$ cat src/rtl/small_hb_pkg.sv
// Shared constants for the short halfband decimator: Q1.17 coefficients,
// rounding position, centre-tap shift, pipeline latency and accumulator sizing.
// No logic; imported by small_hb_dec and hb_dec_mac.
package small_hb_pkg;

    localparam int COEFF_W = 18;

    // Q1.17 (131072 = 1.0); outer taps A, inner taps B, centre 0.5 via shift.
    localparam logic signed [COEFF_W-1:0] COEFF_A = -18'sd5345;
    localparam logic signed [COEFF_W-1:0] COEFF_B = 18'sd37905;

    localparam int COEFF_FRAC   = 17;
    localparam int CENTER_SHIFT = 16;

    // Cycles from the triggering stb_in to stb_out.
    localparam int LATENCY = 6;

    // Accumulator width for a given sample width.
    function automatic int acc_width(input int width);
        return 2 * width + 2;
    endfunction

endpackage

$ cat src/rtl/hb_dec_mac.sv
// Shared multiplier + accumulator with combinational round/saturate result.
// Latency: product registered 1 cycle after mul_a/mul_b; result follows acc.
// No backpressure: controls come from the parent's fixed-timing shift register.
// Ports: clr flushes product/acc; mul_a forms A*outer, mul_b forms B*inner;
//        acc_load sets acc = product + (center<<16); acc_add adds product;
//        result = sat(round(acc >> 17)) to WIDTH bits.
module hb_dec_mac
    import small_hb_pkg::*;
#(
    parameter int WIDTH = 18
) (
    input  logic                    clk,
    input  logic                    rst,
    input  logic                    clr,
    input  logic                    mul_a,
    input  logic                    mul_b,
    input  logic                    acc_load,
    input  logic                    acc_add,
    input  logic signed [WIDTH:0]   outer,
    input  logic signed [WIDTH:0]   inner,
    input  logic signed [WIDTH-1:0] center,
    output logic signed [WIDTH-1:0] result
);

    localparam int PW = WIDTH + 1 + COEFF_W;
    localparam int AW = acc_width(WIDTH);

    localparam logic signed [AW-1:0] RND_BIAS = AW'(64'sd1 <<< (COEFF_FRAC - 1));
    localparam logic signed [AW-1:0] SAT_MAX  = AW'((64'sd1 <<< (WIDTH - 1)) - 64'sd1);
    localparam logic signed [AW-1:0] SAT_MIN  = AW'(-(64'sd1 <<< (WIDTH - 1)));

    logic signed [WIDTH:0]     mul_op;
    logic signed [COEFF_W-1:0] mul_coef;
    logic signed [PW-1:0]      prod_nxt;
    logic signed [PW-1:0]      prod_r;
    logic signed [AW-1:0]      prod_ext;
    logic signed [AW-1:0]      center_ext;
    logic signed [AW-1:0]      acc_r;
    logic signed [AW-1:0]      rnd_sum;
    logic signed [AW-1:0]      shifted;

    // If both selects are ever high together (illegal strobe spacing) the
    // inner operand wins; the result is garbage but the pipe keeps moving.
    always_comb begin
        mul_op   = outer;
        mul_coef = COEFF_A;
        if (mul_b) begin
            mul_op   = inner;
            mul_coef = COEFF_B;
        end
    end

    assign prod_nxt   = mul_op * mul_coef;
    assign prod_ext   = AW'(prod_r);
    assign center_ext = AW'(center) <<< CENTER_SHIFT;

    always_ff @(posedge clk) begin
        if (rst || clr) begin
            prod_r <= '0;
            acc_r  <= '0;
        end else begin
            if (mul_a || mul_b) begin
                prod_r <= prod_nxt;
            end
            if (acc_load) begin
                acc_r <= prod_ext + center_ext;
            end else if (acc_add) begin
                acc_r <= acc_r + prod_ext;
            end
        end
    end

    // Round half up, then clip to the signed WIDTH range.
    assign rnd_sum = acc_r + RND_BIAS;
    assign shifted = rnd_sum >>> COEFF_FRAC;

    always_comb begin
        result = shifted[WIDTH-1:0];
        if (shifted > SAT_MAX) begin
            result = SAT_MAX[WIDTH-1:0];
        end else if (shifted < SAT_MIN) begin
            result = SAT_MIN[WIDTH-1:0];
        end
    end

endmodule

$ cat src/rtl/small_hb_dec.sv
// 7-tap halfband decimate-by-2 [A 0 B 0.5 B 0 A] with one shared multiplier.
// Latency: stb_out 6 cycles after the triggering (every 2nd) stb_in; bypass 1 cycle.
// No backpressure: stb_in must be spaced >= 2 cycles; run=0 or bypass flushes state.
// Ports: clk, rst (sync, active-high), run, bypass, stb_in, data_in[WIDTH],
//        stb_out (1-cycle pulse), data_out[WIDTH] (held between strobes).
module small_hb_dec
    import small_hb_pkg::*;
#(
    parameter int WIDTH = 18
) (
    input  logic                    clk,
    input  logic                    rst,
    input  logic                    run,
    input  logic                    bypass,
    input  logic                    stb_in,
    input  logic signed [WIDTH-1:0] data_in,
    output logic                    stb_out,
    output logic signed [WIDTH-1:0] data_out
);

    localparam int NTAP = 7;
    localparam int VW   = LATENCY - 1;

    logic signed [WIDTH-1:0] dly [NTAP];
    logic                    phase;
    // vld[k] is high in cycle t+1+k after a trigger at cycle t.
    logic [VW-1:0]           vld;
    logic signed [WIDTH:0]   outer_r;
    logic signed [WIDTH:0]   inner_r;
    logic signed [WIDTH-1:0] center_r;
    logic signed [WIDTH-1:0] mac_result;

    logic flush;
    logic trig;

    assign flush = !run || bypass;
    assign trig  = stb_in && phase;

    always_ff @(posedge clk) begin
        if (rst || flush) begin
            phase    <= 1'b0;
            vld      <= '0;
            outer_r  <= '0;
            inner_r  <= '0;
            center_r <= '0;
            for (int k = 0; k < NTAP; k++) begin
                dly[k] <= '0;
            end
        end else begin
            if (stb_in) begin
                dly[0] <= data_in;
                for (int k = 1; k < NTAP; k++) begin
                    dly[k] <= dly[k-1];
                end
                phase <= !phase;
            end
            vld <= {vld[VW-2:0], trig};
            // Outer sum and centre tap are captured before the next strobe
            // (earliest at t+2) can shift the delay line.
            if (vld[0]) begin
                outer_r  <= {dly[0][WIDTH-1], dly[0]} + {dly[6][WIDTH-1], dly[6]};
                center_r <= dly[3];
            end
            // Registered on the edge that the next strobe would shift on, so
            // it still sees the pre-shift d2/d4.
            if (vld[1]) begin
                inner_r <= {dly[2][WIDTH-1], dly[2]} + {dly[4][WIDTH-1], dly[4]};
            end
        end
    end

    hb_dec_mac #(
        .WIDTH (WIDTH)
    ) u_mac (
        .clk      (clk),
        .rst      (rst),
        .clr      (flush),
        .mul_a    (vld[1]),
        .mul_b    (vld[2]),
        .acc_load (vld[2]),
        .acc_add  (vld[3]),
        .outer    (outer_r),
        .inner    (inner_r),
        .center   (center_r),
        .result   (mac_result)
    );

    always_ff @(posedge clk) begin
        if (rst) begin
            stb_out  <= 1'b0;
            data_out <= '0;
        end else if (!run) begin
            stb_out <= 1'b0;
        end else if (bypass) begin
            stb_out <= stb_in;
            if (stb_in) begin
                data_out <= data_in;
            end
        end else begin
            stb_out <= vld[VW-1];
            if (vld[VW-1]) begin
                data_out <= mac_result;
            end
        end
    end

endmodule

$ cat config.mk
export PLATFORM = sky130hd
export DESIGN_NAME = small_hb_dec
export DESIGN_NICKNAME = d
export VERILOG_FILES = /design/src/rtl/small_hb_pkg.sv /design/src/rtl/hb_dec_mac.sv /design/src/rtl/small_hb_dec.sv
export SDC_FILE = /design/constraint.sdc
export NUM_CORES = 1
export LEC_CHECK = 0
export ABC_CLOCK_PERIOD_IN_PS = 7550
export CORE_MARGIN = 5
export CORE_UTILIZATION = 60
export DETAILED_ROUTE_END_ITERATION = 16
export PLACE_DENSITY_LB_ADDON = 0.25
export SYNTH_ARGS = -nofsm -noshare
export SYNTH_HDL_FRONTEND = slang
export SYNTH_SLANG_ARGS = --single-unit
$ cat constraint.sdc
create_clock -name clk -period 7.55 [get_ports clk]
set_input_delay 1.8875 -clock clk [delete_from_list [all_inputs] [get_ports clk]]
set_output_delay 1.8875 -clock clk [all_outputs]
set_load 0.01 [all_outputs]
==> out/qor.yml, run 1 <==
timing:
  slew_headroom_pct: 38.3
  rsz0062_at_grt: "no"
  finalSetupViolCount: 0
  final-hold-violation-count: 0
  slew_violations: 0
  layout_setup_ws_ps: 371
  fmax_ghz: 0.139
  fin_skew_ps: 12.3
  period_share_pct: 95.1
  period_needed_ps: 7180
  finalSetupTns_ps: 0
  worst_slew_pin_slew_ps: 925
synth:
  yosys.area.top_type_share_pct: 18.8
  synth_edf_count: 126
  synth_seq_cells: 282
  ys_types: 83
  ys_warn_count: 0
  syn_avg_cell_area_um2: 9.41
  synth_area_leaders: "fa_1 (19%), edfxtp_1 (15%), ha_1 (13%)"
  syn_inst: 2676
  syn_area_um2: 25200
  ys.flop_type: "dfxtp_1"
  synth_area_leader_cell: "fa_1"
  ys_seq_area_share_pct: 27.4
  synth-async-reset-ratio_pct: 0
floorplan:
  initial_core_util_pct: 60.3
  die_w_um: 215
  fp.dieH_um: 215
  core-area_um2: 41800
  rows: 75
  ioPinCount: 42
  die-area_um2: 46200
placed_design:
  pre_cts_ws_ps: 423
  place_inst: 3159
  dp_hpwl_mm: 51.2
  gp_congestion: 0.938
  io_buffer_count: 41
power_and_ir_drop:
  p_int_mw: 2.50
  switching_share_pct: 23.3
  seq_power_share_pct: 49.9
  finalPower_mw: 3.26
  p_leak_nw: 13.4
  p_per_area_nw_per_um2: 121
  ir_worst_vdd_mv: 0.175
  p_clk_share_pct: 43.5
  power.switching_uw: 759
  p_comb_share_pct: 6.6
grt:
  grt_overflow_total: 0
  grt_max_degree: 88
  antenna_found_initial: 0
  grt_pass1_vias: 19600
  grt_pass1_wl_mm: 104
  grtUsageTotal_pct: 28.1
clocking:
  cts_tree: "built"
  clk_pin_slew_ps: 70
  h-tree-depth: 1
  post_cts_buffers: 0
  cts.path.max_buffers: 3
  clockRootBuffer: "clkbuf_16"
  clk_latency_ps: 570
  cts-buffers-inserted: 29
  post_cts_resized: 0
  clock-sinks: 282
  hold_buffers: 0
layout:
  insertedDiodeCount: 0
  stdcell_count: 3213
  nets: 3164
  utilization_pct: 64.5
  synthToLayoutAreaGrowth_pct: 6.90
  final_layout_size_suffix_gt1_share_pct: 3.81
  mostFrequentLayoutCells: "inv_1 (359), ha_1 (254), fa_1 (236)"
  mostFrequentLayoutCell: "inv_1"
worst_setup_path:
  ff2ff_path_depth: 21
  worstSetupStartpointType: "flop"
  crit_start: "vld[2]$_SDFF_PP0_"
  required_ps: 7970
  crit_end: "u_mac.prod_r[36]$_SDFFE_PP0P_"
  regToRegSetupSlack_ps: 370
  cp_max_fo: 44
  critPathSlowestCell: "fa_1"
  cp-end-kind: "flop"
  regToRegStartpoint: "vld[2]$_SDFF_PP0_"
  crit_type: "reg2reg"
  max_stage_delay_ps: 600
  cp.arrival_ps: 7600
  crit_chain: "buf_4 -> nand2_1 -> nand2_1 -> ha_1 -> inv_1 -> fa_1 -> fa_1 -> inv_1 -> fa_1 -> fa_1 -> fa_1 -> fa_1 -> ha_1 -> o21a_1 -> o21ai_0 -> nor2_1 -> nor2_1 -> o21ai_0 -> or4_1 -> nand3_1 -> a41oi_1"
  worst_path_most_repeated_cell: "fa_1"
  r2r_end: "u_mac.prod_r[36]$_SDFFE_PP0P_"
route:
  post_drt_wl_per_cell_um: 20.1
  drt.antenna.violating_nets: 0
  drcViolationCount: 0
  firstDrtPassIters: 6
  viasPerCell: 5.92
  drt-initial-drc-count: 1389
  num_vias: 19000
  drt_wl_total_mm: 64.7
status:
  outcome: "finished, final reports clean"
worst_hold_path:
  hp-class: "reg2reg"
run:
  drv_cap: 0
power groups by stage:
stage / Sequential, mW / Combinational, mW / Clock [mW]
after floorplan: 1.66 / 0.137 / 0
after global placement: 1.66 / 0.209 / 0
after detailed placement: 1.66 / 0.213 / 0
after CTS: 1.63 / 0.215 / 1.44
after global routing: 1.63 / 0.236 / 1.50
final: 1.63 / 0.216 / 1.42
per-layer routing:
metal / vias to the layer above / wire [um] / track usage, %
li1: 8973 / - / -
met1: 9352 / 27000 / 37.4
met5: - / 0 / 0
met4: 0 / 2810 / 10.6
met3: 126 / 4350 / 4.95
met2: 577 / 30500 / 46.4
state kept, by name (all words and copies together), names as in the netlist, 5 cells and up:
register / count
u_mac.prod_r: 37
data_out: 18
inner_r: 19
u_mac.acc_r: 38
vld: 5
dly: 126
center_r: 18
outer_r: 19
logic make-up (layout without fill, tap and decap cells):
group           count (synthesis)  in the layout  share of synthesized area (%)
compound gates                506            506                           12.8
flops                         282            282                           27.4
other cells                     2              9                         0.0298
xor+xnor                      134            134                           4.66
simple gates                  722            722                           14.3
buf+inv                       487            478                           7.34
mux                            53             53                           2.11
fa+ha+maj                     490            490                           31.4
critical path, delay by kind of cell (launching register included):
kind / cells / cell delay (ps)
buf+inv: 3 / 700
compound gates: 4 / 700
flops: 1 / 380
fa+ha+maj: 8 / 3810
simple gates: 6 / 1420
layout make-up:
cell class / count / area [um2]
clock buffer: 42 / 795
clock inverter: 12 / 135
fill: 3371 / 14800
inverter: 360 / 1360
multi-input combinational: 1914 / 16500
sequential: 282 / 6910
tap: 539 / 674
timing repair buffer: 64 / 578
Yosys cell counts, types with 21 or more instances:
master,instances
mux2i_1,52
nand3_1,43
dfxtp_1,156
o21a_1,21
nor2_1,177
nor3_1,30
inv_1,360
ha_1,254
and3_1,125
nand3b_1,23
clkbuf_1,108
nand2b_1,21
and2_1,36
nand2_1,194
a21oi_1,188
a211oi_1,29
o21ai_0,91
xor2_1,51
a21o_1,59
fa_1,236
xnor2_1,83
edfxtp_1,126
worst min path at each step:
stage	slack [ps]	cells past startpoint	endpoint	start
finish	490	2	u_mac.prod_r[15]$_SDFFE_PP0P_	u_mac.prod_r[15]$_SDFFE_PP0P_
global route	520	2	u_mac.prod_r[9]$_SDFFE_PP0P_	u_mac.prod_r[9]$_SDFFE_PP0P_
CTS	490	2	u_mac.prod_r[15]$_SDFFE_PP0P_	u_mac.prod_r[15]$_SDFFE_PP0P_
detailed placement	470	2	u_mac.prod_r[15]$_SDFFE_PP0P_	u_mac.prod_r[15]$_SDFFE_PP0P_
global placement	470	2	u_mac.prod_r[15]$_SDFFE_PP0P_	u_mac.prod_r[15]$_SDFFE_PP0P_
floorplan	450	2	outer_r[17]$_SDFFE_PP0P_	outer_r[17]$_SDFFE_PP0P_
per-stage QoR:
stage | cell area [um2] | hold WS, ps
2_1_floorplan | 25200 | 445
3_3_place_gp | 26000 | 471
3_5_place_dp | 26000 | 474
4_1_cts | 26900 | 490
5_1_grt | 26900 | 516
6_report | 26900 | 487
Note: power is estimated with default switching activity, not from simulation.
==> run 2: changes to the inputs <==
--- a/config.mk
+++ b/config.mk
@@ -9,6 +9,7 @@
 export CORE_MARGIN = 5
 export CORE_UTILIZATION = 60
 export DETAILED_ROUTE_END_ITERATION = 16
+export MAX_ROUTING_LAYER = met4
 export PLACE_DENSITY_LB_ADDON = 0.25
 export SYNTH_ARGS = -nofsm -noshare
 export SYNTH_HDL_FRONTEND = slang
==> run 2 against run 1 <==
Against the previous run:
- power increased by 8.5%
- hold slack worse by 1.9 ps
- critical path depth grew 4
- wire length hardly changed
- critical endpoint unchanged
- first-iteration DRC count rose by 8.1%
- maximum frequency increased by 0.82%
- highest routed layer unchanged
- sequential power is essentially flat
- sequential share of layout area decreased by 0.19 points
- via count about the same
- register-to-register slack improved by 60 ps
==> out/qor.yml, run 2 (synthesis results as in run 1) <==
floorplan:
  rows: 75  # unchanged
  initial_core_util_pct: 60.3  # unchanged
  fp.dieH_um: 215  # unchanged
  die-area_um2: 46200  # unchanged
  ioPinCount: 42  # unchanged
  die_w_um: 215  # unchanged
  core-area_um2: 41800  # unchanged
timing:
  period_needed_ps: 7120  # -58.1 ps
  rsz0062_at_grt: "no"
  final-hold-violation-count: 0  # unchanged
  finalSetupViolCount: 0  # unchanged
  period_share_pct: 94.3  # -0.77 points
  whs_ps: 485  # -1.85 ps
  slew_headroom_pct: 38.7  # +0.35 points
  slew_violations: 0  # unchanged
  worst_slew_pin_slew_ps: 920  # -5.28 ps
  fin_skew_ps: 14.4  # +2.10 ps
  fmax_ghz: 0.140  # +0.82%
  finalSetupTns_ps: 0  # unchanged
worst_hold_path:
  hold-path-cell-count: 2  # unchanged
  hp-start: "u_mac.prod_r[10]$_SDFFE_PP0P_"
  hp-class: "reg2reg"
  holdPathEnd: "u_mac.prod_r[10]$_SDFFE_PP0P_"
status:
  outcome: "finished, final reports clean"
route:
  post_drt_wl_per_cell_um: 20.1  # about the same
  drt_wl_total_mm: 64.6  # about the same
  drcViolationCount: 0  # unchanged
  drt-initial-drc-count: 1502  # +8.1%
  viasPerCell: 5.92  # about the same
  firstDrtPassIters: 5  # -1
  drt.antenna.violating_nets: 0  # unchanged
  num_vias: 19000  # +0.021%
clocking:
  clk_latency_ps: 580  # about the same
  clock-sinks: 282  # unchanged
  cts.path.max_buffers: 3  # unchanged
  clockRootBuffer: "clkbuf_16"
  post_cts_buffers: 0  # unchanged
  cts-buffers-inserted: 29  # unchanged
  clk_pin_slew_ps: 70  # about the same
  post_cts_resized: 0  # unchanged
  cts_tree: "built"
  h-tree-depth: 1  # unchanged
  hold_buffers: 0  # unchanged
grt:
  grt_max_degree: 89  # +1.1%
  grtUsageTotal_pct: 29.0  # +0.86 points
  grt_pass1_vias: 19500  # -0.68%
  antenna_found_initial: 0  # unchanged
  grt_overflow_total: 0  # unchanged
  grt_pass1_wl_mm: 105  # +0.12%
layout:
  final_layout_size_suffix_gt1_share_pct: 4.08  # +0.26 points
  mostFrequentLayoutCells: "inv_1 (360), ha_1 (254), fa_1 (236)"
  insertedDiodeCount: 0  # unchanged
  nets: 3164  # unchanged
  top_regs: "dly x126, u_mac.acc_r x38, u_mac.prod_r x37"
  n_fill_cell: 3363  # -0.24%
  synthToLayoutAreaGrowth_pct: 7.70
  mostFrequentLayoutCell: "inv_1"
  regMostFlops: "dly"
  largest_reg_flops: 126  # unchanged
worst_setup_path:
  worstSetupStartpointType: "flop"
  ff2ff_path_depth: 25  # +19%
  crit_type: "reg2reg"
  regToRegStartpoint: "vld[2]$_SDFF_PP0_"
  cp-end-kind: "flop"
  crit_start: "vld[2]$_SDFF_PP0_"
  required_ps: 7960  # about the same
  cp_max_fo: 47  # +6.8%
  cp.arrival_ps: 7530  # -70 ps
  r2r_end: "u_mac.prod_r[36]$_SDFFE_PP0P_"
  regToRegSetupSlack_ps: 430  # +60 ps
run:
  drv_cap: 0  # unchanged
placed_design:
  io_buffer_count: 41  # unchanged
  gp_congestion: 0.987  # +5.2%
  dp_hpwl_mm: 51.0  # -0.44%
power_and_ir_drop:
  ir_worst_vdd_mv: 0.182  # +4.3%
  p_per_area_nw_per_um2: 130  # +7.7%
  p_leak_nw: 13.5  # +0.77%
-- run 2: changes by cell type in the layout (fill, tap and decap cells not counted), sizes merged --
cell	previous run	this run
clkinvlp	3	1
bufinv	2	10
clkbuf	42	33
clkinv	6	8
inv	361	362
-- run 2: final cells by class --
type / count / area, um2 / area share, %
clock buffer: 33 / 751 / 2.77
clock inverter: 21 / 377 / 1.39
inverter: 360 / 1350 / 4.98
multi-input combinational: 1914 / 16500 / 60.8
sequential: 282 / 6910 / 25.5
tap: 539 / 674 / 2.49
timing repair buffer: 64 / 582 / 2.14
-- run 2: worst max path at each step --
| stage | depth (start not counted) | endpoint | slack [ps] |
|---|---|---|---|
| floorplan | 24 | u_mac.prod_r[36]$_SDFFE_PP0P_ | 690 |
| finish | 25 | u_mac.prod_r[36]$_SDFFE_PP0P_ | 430 |
| global route | 24 | u_mac.prod_r[35]$_SDFFE_PP0P_ | 80 |
| global placement | 25 | u_mac.prod_r[36]$_SDFFE_PP0P_ | 530 |
| CTS | 25 | u_mac.prod_r[36]$_SDFFE_PP0P_ | 330 |
| detailed placement | 25 | u_mac.prod_r[36]$_SDFFE_PP0P_ | 370 |
-- run 2: metrics by stage --
stage               util, %  cells  cell area [um2]  power, mW  setup WS, ps
floorplan                 -   2683            25200       1.79           695
global placement       62.2   3159            26000       1.87           529
detailed placement     62.2   3159            26000       1.87           368
CTS                    64.9   3213            27100       3.56           327
global route           65.0   3213            27100       3.64          77.5
finish                 65.0   3213            27100       3.54           429
-- run 2: per-layer routing --
metal  global-route usage [%]  vias to the layer above  routed length [um]
li1                         -                     8968                   -
met1                     37.9                     9387               27200
met2                     48.0                      564               31100
met3                     3.77                      113                4310
met4                     8.05                        0                2010
met5                        -                        -                   0
-- run 2: power breakdown --
group | internal (mW) | switching (mW)
Combinational | 0.0845 | 0.129
Sequential | 1.61 | 0.0155
Clock | 1.06 | 0.636
Total | 2.76 | 0.780
-- run 2: worst max-delay path: stages (launching register included) --
cell and delay (ps):
dfxtp_4 340, buf_4 460, nor2b_2 220, a21oi_1 390, fa_1 480, inv_1 80, fa_1 480, fa_1 530
inv_1 50, fa_1 490, inv_1 50, fa_1 480, inv_1 60, fa_1 530, inv_1 40, ha_1 360
and4_1 230, nand3_1 100, o22ai_1 90, nor2_1 240, o2111ai_1 180, o211ai_1 200, o21ai_0 180, or4_1 500
nand3_1 110, a41oi_1 50
==> run 3: changes to the inputs <==
--- a/config.mk
+++ b/config.mk
@@ -13,4 +13,5 @@
 export PLACE_DENSITY_LB_ADDON = 0.25
 export SYNTH_ARGS = -nofsm -noshare
 export SYNTH_HDL_FRONTEND = slang
+export SYNTH_HIERARCHICAL = 1
 export SYNTH_SLANG_ARGS = --single-unit
==> run 3 against run 2 <==
Against the previous run:
- combinational power is 7% higher
- global-route usage is 0.90 points higher
- synthesized area is 3.0% higher
- critical path depth is 6 lower
- wire length is 7.0% higher
- sequential share of layout area is 0.63 points lower
- critical path type unchanged
- largest cell class unchanged
==> out/qor.yml, run 3 <==
floorplan:
  initial_core_util_pct: 60.5  # +0.17 points
  fp.dieH_um: 218  # +1.4%
  core-area_um2: 42900  # +2.7%
  die-area_um2: 47500  # +2.8%
  ioPinCount: 42  # unchanged
  rows: 76  # +1.3%
  die_w_um: 218  # +1.4%
route:
  firstDrtPassIters: 7  # +2
  drcViolationCount: 0  # unchanged
  num_vias: 19900  # +4.5%
  viasPerCell: 5.96  # +0.55%
  drt_wl_total_mm: 69.1  # +7.0%
  post_drt_wl_per_cell_um: 20.7  # +2.9%
  drt.antenna.violating_nets: 0  # unchanged
  drt-initial-drc-count: 1964  # +31%
synth:
  synth_seq_cells: 282  # unchanged
  synth-async-reset-ratio_pct: 0  # unchanged
  synth_edf_count: 126  # unchanged
  netlist_top_cells_count: "inv_1 (377), ha_1 (253), fa_1 (237)"
  ys_seq_area_share_pct: 26.6  # -0.79 points
  syn_inst: 2768  # +3.4%
  yosys.area.top_type_share_pct: 18.3  # -0.47 points
  synth_area_leader_cell: "fa_1"
  synth_area_leaders: "fa_1 (18%), edfxtp_1 (15%), ha_1 (12%)"
  syn_avg_cell_area_um2: 9.37  # -0.44%
  ys.flop_type: "dfxtp_1"
  ys_types: 92  # +11%
  ys_warn_count: 6  # +6
  yosysMostFrequentCell: "inv_1"
  syn_area_um2: 25900  # +3.0%
status:
  outcome: "finished, final reports clean"
worst_setup_path:
  crit_type: "reg2reg"
  cp.arrival_ps: 7480  # -50 ps
  worstSetupStartpointType: "flop"
  cp_max_fo: 49  # +4.3%
  cp-end-kind: "flop"
  required_ps: 8020  # +60 ps
power_and_ir_drop:
  ir_worst_vdd_mv: 0.180  # -1.2%
  p_leak_nw: 13.6  # +0.91%
  p_per_area_nw_per_um2: 125  # -4.0%
grt:
  busiest_layer: "met2"
  grt_max_degree: 73  # -18%
  use_met2_pct: 43.7  # -4.3 points
  antenna_found_initial: 4  # +4
  grt_use_met3_pct: 4.89  # +1.1 points
  gr-usage-met1_pct: 42.4  # +4.5 points
  grt_pass1_vias: 19600  # +0.50%
  grt_pass1_wl_mm: 109  # +4.4%
  grt_overflow_total: 0  # unchanged
  grtUsageTotal_pct: 29.9  # +0.90 points
timing:
  finalSetupViolCount: 0  # unchanged
  layout_setup_ws_ps: 544  # +115 ps
  slew_headroom_pct: 33.4  # -5.2 points
  fmax_ghz: 0.143  # +1.6%
  final-hold-violation-count: 0  # unchanged
  fin_skew_ps: 23.8  # +9.40 ps
  rsz0062_at_grt: "no"
  period_share_pct: 92.8  # -1.5 points
  finalSetupTns_ps: 0  # unchanged
  slew_violations: 0  # unchanged
  worst_slew_pin_slew_ps: 995  # +74.9 ps
  period_needed_ps: 7010  # -115 ps
clocking:
  post_cts_resized: 0  # unchanged
  post_cts_buffers: 0  # unchanged
  cts.path.max_buffers: 3  # unchanged
  clk_pin_slew_ps: 80  # about the same
  clock-sinks: 282  # unchanged
  cts-buffers-inserted: 29  # unchanged
  hold_buffers: 0  # unchanged
  cts_tree: "built"
  clockRootBuffer: "clkbuf_16"
  h-tree-depth: 1  # unchanged
  clk_latency_ps: 590  # about the same
layout:
  final_layout_size_suffix_gt1_share_pct: 5.01  # +0.94 points
  stdcell_count: 3339  # +3.9%
  mostFrequentLayoutCell: "inv_1"
  synthToLayoutAreaGrowth_pct: 7.25
  mostFrequentLayoutCells: "inv_1 (377), ha_1 (253), fa_1 (237)"
  top_regs: "dly x126, u_mac/acc_r x38, u_mac/prod_r x37"
  n_fill_cell: 3401  # +1.1%
  nets: 3243  # +2.5%
  stdcell_area_um2: 27800  # +2.6%
  largest_reg_flops: 126  # unchanged
  regMostFlops: "dly"
  utilization_pct: 64.9  # -0.091 points
placed_design:
  pre_cts_ws_ps: 642  # +275 ps
  io_buffer_count: 41  # unchanged
  dp_hpwl_mm: 55.3  # +8.5%
  placed_area_um2: 26700  # +2.9%
  place_inst: 3284  # +4.0%
  gp_congestion: 1.00  # +1.5%
run:
  drv_cap: 0  # unchanged
worst_hold_path:
  hp-class: "reg2reg"
[run 3: cell types whose count changed in the layout (fill, tap and decap cells not counted), moves of 9 or more]
cell,before,now
o21ai_2,1,14
nand3_1,43,54
nand2b_1,20,29
nor3_1,30,20
o21ai_0,91,65
nand3b_1,23,1
nand2_1,194,172
o21ai_1,5,23
nand4_1,13,30
inv_1,360,377
a22o_1,0,14
mux2i_1,52,62
a21oi_1,188,203
[run 3: layout make-up]
| type | count | area [um2] | share of cell area [%] |
|---|---|---|---|
| Inverter | 378 | 1420 | 5.10 |
| Clock buffer | 40 | 828 | 2.98 |
| Clock inverter | 14 | 243 | 0.873 |
| Timing Repair Buffer | 66 | 606 | 2.18 |
| Tap cell | 585 | 732 | 2.63 |
| Sequential cell | 282 | 6910 | 24.8 |
| Antenna cell | 1 | 2.50 | 0.00899 |
| Multi-Input combinational cell | 1973 | 17100 | 61.4 |
[run 3: cells by family after synthesis]
group | after synthesis | synth area share, %
xor+xnor | 125 | 4.22
compound gates | 570 | 14.6
buf+inv | 520 | 7.71
fa+ha+maj | 490 | 30.5
mux | 64 | 2.48
flops | 282 | 26.6
other cells | 2 | 0.0290
simple gates | 715 | 13.8
[run 3: report_power, final]
part	internal (mW)	switching (mW)
registers	1.61	0.0165
clock network	0.978	0.648
logic	0.0872	0.141
total	2.68	0.806
[run 3: worst paths after layout]
| check | start | end | slack [ps] | depth (start not counted) |
|---|---|---|---|---|
| setup / recovery | vld[2]$_SDFF_PP0_ | u_mac/prod_r[35]$_SDFFE_PP0P_ | 540 | 19 |
| hold reg to reg | u_mac/prod_r[3]$_SDFFE_PP0P_ | u_mac/prod_r[3]$_SDFFE_PP0P_ | 490 | 2 |
| hold / removal | u_mac/prod_r[3]$_SDFFE_PP0P_ | u_mac/prod_r[3]$_SDFFE_PP0P_ | 490 | 2 |
| setup reg to reg | vld[2]$_SDFF_PP0_ | u_mac/prod_r[35]$_SDFFE_PP0P_ | 540 | 19 |
[run 3: worst max-delay path, stage by stage (launching register included)]
cell       delay (ps)
dfxtp_4           670
buf_4             380
nand2b_1          290
nand2_1           160
ha_1              360
fa_1              550
fa_1              530
fa_1              560
fa_1              540
fa_1              500
ha_1              420
a21o_1            240
a2111oi_0         480
o21ai_1           180
nor3b_1           230
o21ai_1           140
nand4_1           130
nand3_1           100
xnor2_1           160
a22o_1            230
[run 3: routing by layer]
| layer | part of all wire (%) | routed length (um) |
|---|---|---|
| met5 | 0 | 0 |
| met4 | 4.7 | 3230 |
| met3 | 7.3 | 5060 |
| met2 | 44 | 30200 |
| met1 | 44 | 30600 |
[run 3: per-stage QoR]
step,hold slack [ps],total power [mW]
floorplan,446,1.81
global placement,475,1.88
detailed placement,473,1.89
CTS,488,3.50
global route,515,3.59
finish,490,3.48
==> patch (config.mk and constraints of run 1) <==
Register the output `data_out` once more, cleared by the reset; this adds one clock of latency there. The other outputs are not delayed to match. Comments in the files are not updated.
--- a/src/rtl/small_hb_dec.sv
+++ b/src/rtl/small_hb_dec.sv
@@ -20,6 +20,8 @@
 
     localparam int NTAP = 7;
     localparam int VW   = LATENCY - 1;
+
+    logic signed [WIDTH-1:0] data_s0;
 
     logic signed [WIDTH-1:0] dly [NTAP];
     logic                    phase;
@@ -88,19 +90,27 @@
     always_ff @(posedge clk) begin
         if (rst) begin
             stb_out  <= 1'b0;
-            data_out <= '0;
+            data_s0 <= '0;
         end else if (!run) begin
             stb_out <= 1'b0;
         end else if (bypass) begin
             stb_out <= stb_in;
             if (stb_in) begin
-                data_out <= data_in;
+                data_s0 <= data_in;
             end
         end else begin
             stb_out <= vld[VW-1];
             if (vld[VW-1]) begin
-                data_out <= mac_result;
+                data_s0 <= mac_result;
             end
+        end
+    end
+
+    always_ff @(posedge clk) begin
+        if (rst) begin
+            data_out <= '0;
+        end else begin
+            data_out <= data_s0;
         end
     end
 
Formal check against the unedited RTL: not equivalent (a bounded check fails within 4 cycles, from zero or initial values and one cycle with rst high).
==> patch against run 1 <==
  * Count of clock-buffer cells in the layout fell by 2
  * Synthesized area rose by 1.6%
  * Cell area rose by 1.9%
  * Sequential cell count rose by 18
  * Total power rose by 5.4%
  * Non-clock buffer count did not move
  * Critical path depth rose by 3
  * Wire length rose by 1.6%
  * Critical endpoint is now u_mac.prod_r[32]
  * Setup slack improved by 66 ps
==> patch: results (changes against run 1) <==
Post-Synth Adder-Cell Area 30.9% (was 31.4%); Syn Inst Count 2714 (was 2676); first-pass GRT wire length 105000 um (was 104000 um); synth unique cells 74 (was 83); multi-input combinational area share 60.2% (was 61.2%); Commonest cells post-synth inv_1 (371), ha_1 (254), fa_1 (236) (was inv_1 (360), ha_1 (254), fa_1 (236)); top post-synthesis cells by area fa_1 (18%), edfxtp_1 (15%), dfxtp_1 (14%) (was fa_1 (19%), edfxtp_1 (15%), ha_1 (13%)); clock skew 18.4 ps (was 12.3 ps); P_sw 0.812 mW (was 0.759 mW); compound-cell area share of the yosys netlist 12.4% (was 12.8%); HPWL Detailed 51800 um (was 51200 um); worst r2r path cells 24 (was 21); multi-input gates 1926 (was 1914); xor/xnor share of the synthesized area 4.62% (was 4.66%); Lkg Pwr 13.5 nW (was 13.4 nW); maximum fanout along the worst path 8 (was 44); Non-clk invs 373 (was 360); placed cell area 26400 um^2 (was 26000 um^2); drt first pass iters 5 (was 6); WHS Endpoint data_out[2] (was u_mac.prod_r[15]); syn avg cell area 9.43 um^2 (was 9.41 um^2); hold-critical path depth 1 (was 2); Place WS 373 ps (was 423 ps); Seq cells post-synth 300 (was 282); status finished clean (unchanged); total CTS buffers 31 (was 29); fraction of area in registers 26.5% (was 25.7%)
## patch: cell types whose count changed in the layout (fill, tap and decap cells not counted), sizes merged, moves of 10 or more
cell,before,now
nor2b,20,44
nand3b,23,10
dfxtp,156,174
a31oi,20,9
inv,361,372
a22oi,2,12
o21ai,97,107
## patch: worst max-delay path, cell delays in order, from the launching register on
cell and delay, ps:
dfxtp_4 350, clkinv_1 210, nand2_1 350, inv_1 220, a21oi_1 280, inv_1 130
ha_1 330, ha_1 330, fa_1 530, fa_1 450, fa_1 550, inv_1 60
fa_1 600, inv_1 60, ha_1 370, a2111oi_0 440, o21ai_1 150, o21ai_1 140
o31ai_2 170, a311oi_4 440, o41ai_2 140, o41ai_1 340, xnor2_1 160, nand2_1 70
a21oi_1 180
## patch: worst max-delay path by stage
stage                     slack [ps]  cells past startpoint                to    from
after floorplan                  900                     26  u_mac.prod_r[33]  vld[2]
after global placement           620                     25  u_mac.prod_r[33]  vld[2]
after detailed placement         370                     25  u_mac.prod_r[33]  vld[2]
after CTS                        340                     25  u_mac.prod_r[33]  vld[2]
after global routing              40                     27  u_mac.prod_r[32]  vld[2]
final                            440                     24  u_mac.prod_r[32]  vld[2]
## patch: routing by layer
metal  share of wire, %  track usage (%)  vias to the layer above
met4                3.4             8.56                        0
met3                6.3             3.67                      122
li1                   -                -                     9102
met5                  0                0                        -
met1                 42             37.9                     9442
met2                 48             47.6                      600
## patch: power by group through the flow
stage               clock, mW  combinational, mW  sequential [mW]
floorplan                   0              0.144             1.75
global placement            0              0.210             1.76
detailed placement          0              0.214             1.76
CTS                      1.51              0.216             1.72
global route             1.59              0.238             1.72
finish                   1.49              0.217             1.72
## patch: timing repair
action / in CTS / in global routing
setup buffers: 0 / 0
gates resized for setup: 0 / 3
setup endpoints to repair: 0 / 7
